--- config.mk ---
export PLATFORM = sky130hd
export DESIGN_NAME = starfield_gen
export DESIGN_NICKNAME = d
export VERILOG_FILES = /design/src/rtl/starfield_pkg.sv /design/src/rtl/lfsr16_step.sv /design/src/rtl/starfield_gen.sv
export SDC_FILE = /design/constraint.sdc
export NUM_CORES = 2
export LEC_CHECK = 0
export CAP_MARGIN = 20
export CORE_ASPECT_RATIO = 0.7
export CORE_MARGIN = 4
export CORE_UTILIZATION = 35
export CTS_CLUSTER_SIZE = 20
export DETAILED_ROUTE_END_ITERATION = 8
export PLACE_DENSITY = 0.6
export SKIP_LAST_GASP = 1
export SLEW_MARGIN = 20
export SYNTH_ARGS = -nofsm -noshare
export SYNTH_HDL_FRONTEND = slang
export SYNTH_SLANG_ARGS = --single-unit
export TNS_END_PERCENT = 10
--- constraint.sdc ---
create_clock -name clk -period 12.1 [get_ports clk]
set_input_delay 3.63 -clock clk [delete_from_list [all_inputs] [get_ports clk]]
set_output_delay 3.63 -clock clk [all_outputs]
set_load 0.05 [all_outputs]
--- src/rtl/starfield_pkg.sv ---
// Shared types, register map and helpers for the multi-layer starfield generator.
package starfield_pkg;

    localparam int unsigned X_W     = 11;
    localparam int unsigned Y_W     = 10;
    localparam int unsigned LFSR_W  = 16;
    localparam int unsigned CHAN_W  = 8;

    typedef enum logic [1:0] {
        ST_INIT   = 2'd0,
        ST_RUN    = 2'd1,
        ST_UPDATE = 2'd2
    } state_t;

    localparam logic [1:0] ADDR_CTRL   = 2'd0;
    localparam logic [1:0] ADDR_COLOUR = 2'd1;
    localparam logic [1:0] ADDR_RESEED = 2'd2;

    typedef struct packed {
        logic [X_W-1:0] x;
        logic [Y_W-1:0] y;
    } star_t;

    localparam logic [LFSR_W-1:0] DEF_SEED_X = 16'hBEEF;
    localparam logic [LFSR_W-1:0] DEF_SEED_Y = 16'hACE1;
    localparam logic [LFSR_W-1:0] DEF_SEED_F = 16'hFACE;

    // Fold an LFSR value into the visible column range.
    function automatic logic [X_W-1:0] fold_x(input logic [LFSR_W-1:0] v,
                                              input logic [X_W-1:0]    lim);
        logic [X_W-1:0] t;
        t = v[X_W-1:0];
        return (t >= lim) ? X_W'(t - lim) : t;
    endfunction

    // Fold the low 9 LFSR bits into the visible row range.
    function automatic logic [Y_W-1:0] fold_y(input logic [LFSR_W-1:0] v,
                                              input logic [Y_W-1:0]    lim);
        logic [Y_W-1:0] t;
        t = {1'b0, v[8:0]};
        return (t >= lim) ? Y_W'(t - lim) : t;
    endfunction

    // (base * (level + 1)) >> 8, exact for all 8-bit operands.
    function automatic logic [CHAN_W-1:0] scale8(input logic [CHAN_W-1:0] base,
                                                 input logic [CHAN_W-1:0] level);
        logic [16:0] prod;
        prod = 17'(base) * (17'(level) + 17'd1);
        return prod[15:8];
    endfunction

endpackage

--- src/rtl/lfsr16_step.sv ---
// Combinational next state of the 16-bit right-shifting LFSR shared by all star sources.
module lfsr16_step (
    input  logic [15:0] cur,
    output logic [15:0] nxt_c
);

    assign nxt_c = {cur[0] ^ cur[2] ^ cur[3] ^ cur[5], cur[15:1]};

endmodule

--- src/rtl/starfield_gen.sv ---
// Multi-layer parallax starfield: LFSR-filled star table, per-frame scroll, twinkle, per-pixel hit.
// Optional STARFIELD_BREATH_EN adds a triangle brightness envelope stepped once per frame.
module starfield_gen
    import starfield_pkg::*;
#(
    parameter int unsigned STAR_COUNT  = 64,
    parameter int unsigned LAYERS      = 2,
    parameter int unsigned HACTIVE     = 1280,
    parameter int unsigned VACTIVE     = 480,
    parameter int unsigned FLICKER_DIV = 6,
    parameter logic [15:0] SEED_X      = DEF_SEED_X,
    parameter logic [15:0] SEED_Y      = DEF_SEED_Y,
    parameter logic [15:0] SEED_F      = DEF_SEED_F
) (
    input  logic        clk,
    input  logic        reset_n,
    input  logic [10:0] hcount,
    input  logic [9:0]  vcount,
    input  logic        frame_start,
    input  logic        cfg_we,
    input  logic [1:0]  cfg_addr,
    input  logic [31:0] cfg_wdata,
    output logic        init_done,
    output logic        star_hit,
    output logic [7:0]  star_r,
    output logic [7:0]  star_g,
    output logic [7:0]  star_b
);

    localparam int unsigned IDX_W   = (STAR_COUNT > 1) ? $clog2(STAR_COUNT) : 1;
    localparam int unsigned LAYER_W = 2;
    localparam int unsigned STEP_W  = 6;
    localparam int unsigned FCNT_W  = 8;

    localparam logic [IDX_W-1:0]   LAST_IDX   = IDX_W'(STAR_COUNT - 1);
    localparam logic [LAYER_W-1:0] LAST_LAYER = LAYER_W'(LAYERS - 1);
    localparam logic [X_W-1:0]     HLIM       = X_W'(HACTIVE);
    localparam logic [Y_W-1:0]     VLIM       = Y_W'(VACTIVE);
    localparam logic [FCNT_W-1:0]  FCNT_LAST  = FCNT_W'(FLICKER_DIV - 1);

    state_t               state_q, state_d;
    logic [IDX_W-1:0]     idx_q, idx_d;
    logic [LAYER_W-1:0]   layer_q, layer_d;
    logic [15:0]          lfsr_x_q, lfsr_y_q, flicker_q;
    logic [15:0]          lfsr_x_nxt, lfsr_y_nxt, flicker_nxt;
    logic [FCNT_W-1:0]    frame_cnt_q;
    logic                 enable_q, twinkle_q;
    logic [2:0]           speed_q;
    logic [23:0]          colour_q;
    star_t                stars_q [STAR_COUNT];

    logic                 reseed;
    logic                 star_we, step_x, step_y, init_set;
    star_t                cur_star, new_star;
    logic [STEP_W-1:0]    step;
    logic [X_W-1:0]       y_sum;
    logic                 wrap;

    logic                 hit_any, pixel_ok;
    logic [LAYER_W-1:0]   hit_layer;
    logic [7:0]           intensity;
    logic [7:0]           r_c, g_c, b_c;

    lfsr16_step u_lfsr_x (.cur(lfsr_x_q),  .nxt_c(lfsr_x_nxt));
    lfsr16_step u_lfsr_y (.cur(lfsr_y_q),  .nxt_c(lfsr_y_nxt));
    lfsr16_step u_lfsr_f (.cur(flicker_q), .nxt_c(flicker_nxt));

    assign reseed = cfg_we && (cfg_addr == ADDR_RESEED);

    // Star record produced this cycle: fresh placement in INIT, scrolled copy in UPDATE.
    always_comb begin
        cur_star = stars_q[idx_q];
        step     = STEP_W'(speed_q) * (STEP_W'(layer_q) + STEP_W'(1));
        y_sum    = X_W'(cur_star.y) + X_W'(step);
        wrap     = (y_sum >= X_W'(VLIM));
        new_star = cur_star;
        if (state_q == ST_INIT) begin
            new_star.x = fold_x(lfsr_x_q, HLIM);
            new_star.y = fold_y(lfsr_y_q, VLIM);
        end else begin
            new_star.y = wrap ? Y_W'(y_sum - X_W'(VLIM)) : Y_W'(y_sum);
            if (wrap) begin
                new_star.x = fold_x(lfsr_x_q, HLIM);
            end
        end
    end

    always_ff @(posedge clk or negedge reset_n) begin
        if (!reset_n) begin
            state_q <= ST_INIT;
            idx_q   <= '0;
            layer_q <= '0;
        end else begin
            state_q <= state_d;
            idx_q   <= idx_d;
            layer_q <= layer_d;
        end
    end

    // Walk controller; a reseed write overrides whatever walk is in progress.
    always_comb begin
        state_d  = state_q;
        idx_d    = idx_q;
        layer_d  = layer_q;
        star_we  = 1'b0;
        step_x   = 1'b0;
        step_y   = 1'b0;
        init_set = 1'b0;
        case (state_q)
            ST_INIT: begin
                star_we = 1'b1;
                step_x  = 1'b1;
                step_y  = 1'b1;
                if (idx_q == LAST_IDX) begin
                    state_d  = ST_RUN;
                    idx_d    = '0;
                    layer_d  = '0;
                    init_set = 1'b1;
                end else begin
                    idx_d   = idx_q + IDX_W'(1);
                    layer_d = (layer_q == LAST_LAYER) ? '0 : layer_q + LAYER_W'(1);
                end
            end
            ST_RUN: begin
                if (frame_start) begin
                    state_d = ST_UPDATE;
                    idx_d   = '0;
                    layer_d = '0;
                end
            end
            ST_UPDATE: begin
                star_we = 1'b1;
                step_x  = wrap;
                if (idx_q == LAST_IDX) begin
                    state_d = ST_RUN;
                    idx_d   = '0;
                    layer_d = '0;
                end else begin
                    idx_d   = idx_q + IDX_W'(1);
                    layer_d = (layer_q == LAST_LAYER) ? '0 : layer_q + LAYER_W'(1);
                end
            end
            default: begin
                state_d = ST_INIT;
                idx_d   = '0;
                layer_d = '0;
            end
        endcase
        if (reseed) begin
            state_d  = ST_INIT;
            idx_d    = '0;
            layer_d  = '0;
            star_we  = 1'b0;
            step_x   = 1'b0;
            step_y   = 1'b0;
            init_set = 1'b0;
        end
    end

    always_ff @(posedge clk or negedge reset_n) begin
        if (!reset_n) begin
            for (int i = 0; i < STAR_COUNT; i++) begin
                stars_q[IDX_W'(i)] <= '0;
            end
        end else if (star_we) begin
            stars_q[idx_q] <= new_star;
        end
    end

    // Position LFSRs; a zero reseed half falls back to the build-time seed.
    always_ff @(posedge clk or negedge reset_n) begin
        if (!reset_n) begin
            lfsr_x_q <= SEED_X;
            lfsr_y_q <= SEED_Y;
        end else if (reseed) begin
            lfsr_x_q <= (cfg_wdata[15:0]  == 16'h0) ? SEED_X : cfg_wdata[15:0];
            lfsr_y_q <= (cfg_wdata[31:16] == 16'h0) ? SEED_Y : cfg_wdata[31:16];
        end else begin
            if (step_x) lfsr_x_q <= lfsr_x_nxt;
            if (step_y) lfsr_y_q <= lfsr_y_nxt;
        end
    end

    always_ff @(posedge clk or negedge reset_n) begin
        if (!reset_n) begin
            enable_q  <= 1'b1;
            twinkle_q <= 1'b1;
            speed_q   <= 3'd0;
            colour_q  <= 24'hFFFF00;
        end else if (cfg_we) begin
            case (cfg_addr)
                ADDR_CTRL: begin
                    enable_q  <= cfg_wdata[0];
                    twinkle_q <= cfg_wdata[1];
                    speed_q   <= cfg_wdata[6:4];
                end
                ADDR_COLOUR: colour_q <= cfg_wdata[23:0];
                default: ;
            endcase
        end
    end

    // Frame divider for the twinkle pattern; counts every frame_start regardless of walk state.
    always_ff @(posedge clk or negedge reset_n) begin
        if (!reset_n) begin
            frame_cnt_q <= '0;
            flicker_q   <= SEED_F;
        end else if (frame_start) begin
            if (frame_cnt_q == FCNT_LAST) begin
                frame_cnt_q <= '0;
                flicker_q   <= flicker_nxt;
            end else begin
                frame_cnt_q <= frame_cnt_q + FCNT_W'(1);
            end
        end
    end

    always_ff @(posedge clk or negedge reset_n) begin
        if (!reset_n) begin
            init_done <= 1'b0;
        end else if (reseed) begin
            init_done <= 1'b0;
        end else if (init_set) begin
            init_done <= 1'b1;
        end
    end

`ifdef STARFIELD_BREATH_EN
    logic [7:0] level_q;
    logic       falling_q;

    always_ff @(posedge clk or negedge reset_n) begin
        if (!reset_n) begin
            level_q   <= 8'd0;
            falling_q <= 1'b0;
        end else if (frame_start) begin
            if (!falling_q) begin
                level_q <= level_q + 8'd1;
                if (level_q == 8'd254) falling_q <= 1'b1;
            end else begin
                level_q <= level_q - 8'd1;
                if (level_q == 8'd1) falling_q <= 1'b0;
            end
        end
    end
`endif

    // Priority match: scanning downward leaves the lowest matching index in hit_layer.
    always_comb begin
        hit_any   = 1'b0;
        hit_layer = '0;
        for (int i = STAR_COUNT - 1; i >= 0; i--) begin
            if ((!twinkle_q || flicker_q[4'(i)]) &&
                (stars_q[IDX_W'(i)].x == hcount) &&
                (stars_q[IDX_W'(i)].y == vcount)) begin
                hit_any   = 1'b1;
                hit_layer = LAYER_W'(i % int'(LAYERS));
            end
        end
    end

    always_comb begin
        pixel_ok  = enable_q && init_done && (hcount < HLIM) && (vcount < VLIM) && hit_any;
        intensity = 8'hFF >> (LAST_LAYER - hit_layer);
        r_c       = scale8(colour_q[23:16], intensity);
        g_c       = scale8(colour_q[15:8],  intensity);
        b_c       = scale8(colour_q[7:0],   intensity);
`ifdef STARFIELD_BREATH_EN
        r_c       = scale8(r_c, level_q);
        g_c       = scale8(g_c, level_q);
        b_c       = scale8(b_c, level_q);
`endif
    end

    always_ff @(posedge clk or negedge reset_n) begin
        if (!reset_n) begin
            star_hit <= 1'b0;
            star_r   <= 8'd0;
            star_g   <= 8'd0;
            star_b   <= 8'd0;
        end else begin
            star_hit <= pixel_ok;
            star_r   <= pixel_ok ? r_c : 8'd0;
            star_g   <= pixel_ok ? g_c : 8'd0;
            star_b   <= pixel_ok ? b_c : 8'd0;
        end
    end

endmodule
After elaboration in Yosys (flattened, before gate mapping):

Index checks and enable logic that the tools add are counted.

* word-level logic and storage cells: 470
* input port bits: 59
* register bits after elaboration: 1465
* output and inout bits: 26

* eq/ne operators: 75
* reductions and logical operators: 93
* bitwise logic cells: 10
* add/sub/neg operators: 10
* shift operators: 1
* multipliers: 4
* magnitude comparators: 7
* mux-type cells: 126

Operators with widths (count)
* 1344-bit bitwise mux: 1
* 11-bit equality test: 32
* 10-bit equality test: 32
* 21-bit binary-select mux with 6-bit select: 1
* 21-bit demux with 6-bit select: 1
* 16-bit two-way mux: 6
* 2-bit two-way mux: 46
* 21-bit two-way mux: 4
* 1-bit logical AND: 71
* 1-bit two-way mux: 52
* 8-bit by 17-bit multiplier with 16-bit output: 2
* 16-bit zero test: 2
* 8-bit two-way mux: 4
* 11-bit two-way mux: 2
* 10-bit two-way mux: 2
* 6-bit two-way mux: 3
* 8-bit by 9-bit multiplier with 16-bit output: 1
* 6-bit one-hot mux with 2 select lines: 1
* 10-bit by 6-bit adder with 11-bit output: 1
* 11-bit equality test, first input constant: 1
* 11-bit greater-or-equal comparator, second input constant: 1
* 11-bit by 9-bit greater-or-equal comparator with 1-bit output, second input constant: 1
* 11-bit < comparator, second input constant: 1
* 11-bit subtractor, second input constant: 1
* other kinds (31): 57

Depth between registers and ports, before layout:

* word-level depth: 49
* depth in mapped cells: 31
* depth with buffers taken out: 20

By module:

Synthesis repeated with hierarchy kept, for this count alone.

* cells, all modules: 6008
* area total of the unflattened synthesis: 69603.0 um^2

By module, submodules not included
* starfield_gen: area an instance 69186.4 um^2, instances 1, seq. area each 40085.9 um^2, cells each 5954
* lfsr16_step: area an instance 138.9 um^2, instances 3, seq. area each 0.0 um^2, cells each 18

Worst setup path before layout:

OpenSTA, ideal clock, no wires.

* path type: input-to-reg
* start: input hcount[0]
* end: register star_r[7]
* data required time: 12018 ps
* path buffers: 5
* slack: 3186 ps
* library setup time: 82 ps
* stages on the path: 22
* data arrival time: 8832 ps
* cells stage by stage: clkbuf_1 -> clkbuf_1 -> clkbuf_1 -> xnor2_1 -> nand4_1 -> nor4_1 -> o21ai_0 -> a21oi_1 -> nand3b_1 -> o31ai_1 -> clkbuf_1 -> clkbuf_1 -> nor2_1 -> ha_1 -> ha_1 -> ha_1 -> ha_1 -> a31o_2 -> a21oi_1 -> xnor2_1 -> or3_1 -> a21oi_1

* longest elaborated chain between the ends: 48
* elaborated cells between the ends (all ways): 188
* classes of those cells: 2 x add/sub; 1 x mul; 1 x order compare; 33 x eq/ne; 1 x shift; 82 x mux; 68 x reduce/logical

Ends and longest elaborated chain
* from (decl): RTL line starfield_gen.sv:17 `input logic [10:0] hcount,`
* 11-bit equality test: RTL line starfield_gen.sv:254 `(stars_q[IDX_W'(i)].x == hcount) &&`
* 1-bit logical AND: RTL line starfield_gen.sv:253 `if ((!twinkle_q || flicker_q[4'(i)]) &&`
* 1-bit logical AND: RTL line starfield_gen.sv:254
* 1-bit two-way mux: RTL line starfield_gen.sv:253
* 2-bit two-way mux (39 in series): RTL line starfield_gen.sv:253
* 1-bit by 2-bit subtractor with 2-bit output: RTL line starfield_gen.sv:264 `intensity = 8'hFF >> (LAST_LAYER - hit_layer);`
* 8-bit by 2-bit right shift with 8-bit output: RTL line starfield_gen.sv:264
* 8-bit by 1-bit adder with 9-bit output: RTL line starfield_pkg.sv:48 `prod = 17'(base) * (17'(level) + 17'd1);`
* 8-bit by 17-bit multiplier with 16-bit output: RTL line starfield_pkg.sv:48
* 8-bit two-way mux (*): RTL line starfield_gen.sv:283 `star_r <= pixel_ok ? r_c : 8'd0;`
* to (signal assigned): RTL line starfield_gen.sv:283
* to (decl): RTL line starfield_gen.sv:25 `output logic [7:0] star_r,`

Mark *: on every way between the ends. The rest lies on a longest branch, timed or not.
A chain may end at the register's enable or synchronous reset.

==> impl_metrics.toml <==
[run_status]
status = "finished clean"

[final_layout]
final_nets = 6084
final_area_mm2 = 0.0778
final_core_util_pct = 40.1
instances_no_fill = 8675
drive_gt1_share_pct = 12.0
syn2layout_area_growth_pct = 13.9

[clock_network]
cts_setup_buffers = 0
clk_latency_ns = 0.86
clock-sinks = 1465
tritoncts = "yes"
cts.htree.levels = 4
cts_resized = 0
cts_buffers = 153
cts.hold.buffers_added = 0
clock-root-buffer = "clkbuf_16"
clockBufferDepth = 4
clk_pin_slew_ns = 0.06

[floorplanning]
num_rows = 135
die_x_um = 536
pin_count = 85
die-area_mm2 = 0.202
dieHeight_um = 377
initial_utilization_pct = 35.2
core_area_mm2 = 0.194

[worst_hold_path]
hold_class = "flip-flop to flip-flop"

[detailed_routing]
wl_per_cell_um = 32.2
drc = 0
via_count = 52883
antenna_left = 0
via_per_inst = 6.10
first_pass_iters = 6
drtIter0Drc = 8240
drt-total-wl_um = 279000

[place]
finalWeightedCongestion = 1.03
post_dp_cell_area_mm2 = 0.0725
hpwl_um = 190000
placed_cells = 8389
portBuffers = 84

[worst_setup_path]
worstPathCellList = "buf_4, and3b_4, a22o_1, a221oi_1, a31oi_2, nor4_1, nand3_1, ha_1, ha_1, fa_1, a21o_1, a21oi_1, xnor2_1, inv_1, ha_1, nor4_1, o32ai_1, nand3b_1, nand4_4, mux2_2, buf_4, clkinv_1"
slowest_stage = "nor4_1"
cp.required_ns = 12.32
start_kind = "flip-flop"
cpMostUsedCell = "ha_1"
crit_fanout = 33
crit_path_max_incr_delay_ns = 1.14
cp-end-kind = "flip-flop"
worstSetupPathType = "flip-flop to flip-flop"
cp.arrival_ns = 10.79

[yosys]
synth-async-reset-ratio_pct = 54.1
ys_seq_area_share_pct = 58.7
synth.distinct_cells = 86
avgSynthCellArea_um2 = 11.5
synthCells = 5937
synth.cell_area_mm2 = 0.0683
ys.flop_type = "dfrtp_1"
synth_warnings = 0
synth-edff-count = 672
synth-seq-cells = 1465

[timing]
slew_headroom_pct = 17.2
skew_ns = 0.108
hold_ws_ns = 0.474
worstMarginPinSlew_ns = 1.23
grt_setup_unrepaired = "no"
hold_viol_final = 0
setup_violations = 0
tns_ns = 0
report.final.slew_viol_count = 0
fmax_mhz = 94.5
finalCriticalPeriod_ns = 10.58
finalCritPeriodShare_pct = 87.4

[run]
max_cap_viol_count = 0

[pwr]
comb_power_share_pct = 32.4
clockPowerShare_pct = 26.0
p_int_uw = 11100
seq_power_share_pct = 41.6
ir_drop_v = 0.000135
power_leakage_uw = 0.0292
power_density_mw_per_mm2 = 243
p_sw_uw = 7780
switching_share_pct = 41.1

[global_routing]
grt_pass1_wl_um = 392000
grt_max_degree = 84
grt_pass1_vias = 49114
antenna_found_initial = 42
grt_overflow_total = 0
globalRouteTotalUtil_pct = 26.9
synthesized netlist by cell type (all sizes together) (59+ instances only):
cell type / number / area share, %
clkbuf: 330 / 1.8
a22oi: 417 / 4.6
nand2: 735 / 4.0
xor2: 363 / 4.7
buf: 120 / 0.89
a22o: 79 / 1.0
o21ai: 649 / 4.8
mux2: 97 / 1.6
dfrtp: 743 / 27
a21oi: 126 / 0.93
nand4: 138 / 1.3
nand3: 59 / 0.43
xnor2: 342 / 4.4
a221oi: 98 / 1.3
ha: 73 / 1.3
edfxtp: 672 / 30
a31oi: 112 / 1.0
inv: 66 / 0.36
nor4: 124 / 1.1
nor2: 187 / 1.0
worst max-delay path: cells and delay by family, from the launching register on:
family | cells | cell delay (ns)
flops | 1 | 0.74
compound gates | 6 | 1.60
xor+xnor | 1 | 0.26
buf+inv | 4 | 2.07
fa+ha+maj | 4 | 1.44
mux | 1 | 0.42
simple gates | 6 | 3.36
final timing paths:
| kind | endpoint | from | cells after the start | slack [ns] |
|---|---|---|---|---|
| worst max-delay path | stars_q[566] | idx_q[0] | 22 | 1.52 |
| worst min-delay path | flicker_q[15] | flicker_q[15] | 2 | 0.47 |
| worst max register to register | stars_q[566] | idx_q[0] | 22 | 1.52 |
| worst min register to register | flicker_q[15] | flicker_q[15] | 2 | 0.47 |
| max in group asynchronous | stars_q[687] | reset_n | 3 | 6.92 |
| min in group asynchronous | stars_q[1292] | reset_n | 1 | 2.87 |
registers in the layout (all words and copies together), names as in the netlist:
| signal | cells |
|---|---|
| enable_q | 1 |
| star_b | 8 |
| lfsr_y_q | 16 |
| star_r | 8 |
| star_hit | 1 |
| speed_q | 3 |
| frame_cnt_q | 8 |
| idx_q | 6 |
| init_done | 1 |
| stars_q | 1344 |
| flicker_q | 16 |
| state_q | 2 |
| lfsr_x_q | 16 |
| star_g | 8 |
| twinkle_q | 1 |
| colour_q | 24 |
| layer_q | 2 |
metal layers:
layer | part of all wire [%] | GRT usage, % | vias to the layer above | routed length [um]
li1 | - | - | 21831 | -
met1 | 42 | 38.7 | 26740 | 116000
met2 | 40 | 36.1 | 3672 | 111000
met3 | 15 | 11.1 | 616 | 41600
met4 | 3.6 | 8.72 | 24 | 10200
met5 | 0.057 | 0 | - | 160
layout make-up:
type	count	area, um2
well taps	2603	3260
inverters	69	259
clock buffers	202	4200
flip-flops and latches	1465	40100
multi-input cells	3955	26500
repair buffers	300	2580
clock inverters	67	847
diodes	14	35.0
fillers	18402	116000
power by group through the flow:
| stage | Combinational (uW) | Sequential, uW | Clock, uW |
|---|---|---|---|
| after floorplan | 3530 | 7170 | 0 |
| after detailed placement | 5840 | 7850 | 0 |
| final | 6130 | 7870 | 4910 |
| after global routing | 6400 | 7900 | 5160 |
| after CTS | 5860 | 7770 | 4960 |
| after global placement | 5790 | 7840 | 0 |
per-stage QoR:
step	total power, uW	setup WS (ns)
3_3_place_gp	13600	1.97
4_1_cts	18600	2.23
5_1_grt	19500	1.43
3_5_place_dp	13700	2.19
2_1_floorplan	10700	3.19
6_report	18900	1.52
cells by family (layout without fill, tap and decap cells):
group / count (synthesis) / count (layout) / share of synthesized area (%)
and+or+nand+nor: 1400 / 1400 / 9.46
other: 1 / 17 / 0.00549
buffers and inverters: 519 / 638 / 3.09
AOI/OAI and AO/OA: 1595 / 1595 / 15.0
xor gates and xnor gates: 705 / 705 / 9.05
adders and majority gates: 81 / 81 / 1.57
DFF: 1465 / 1465 / 58.7
muxes: 171 / 171 / 3.08
placed cells by master, fill, tap and decap left out, drive strengths merged, types with 32 or more instances in the layout:
master,count
nand4,138
mux2i,55
a21oi,126
a22o,79
dfrtp,743
nand3,59
ha,73
xor2,363
clkinv,43
a41oi,35
nor4,124
and2,32
nor2,187
edfxtp,672
nand2,735
inv,70
a221oi,98
dfstp,50
clkdlybuf4s50,62
o21ai,649
a31oi,112
buf,237
mux2,97
clkbuf,203
a22oi,417
xnor2,342
(Power assumes the default switching activity.)
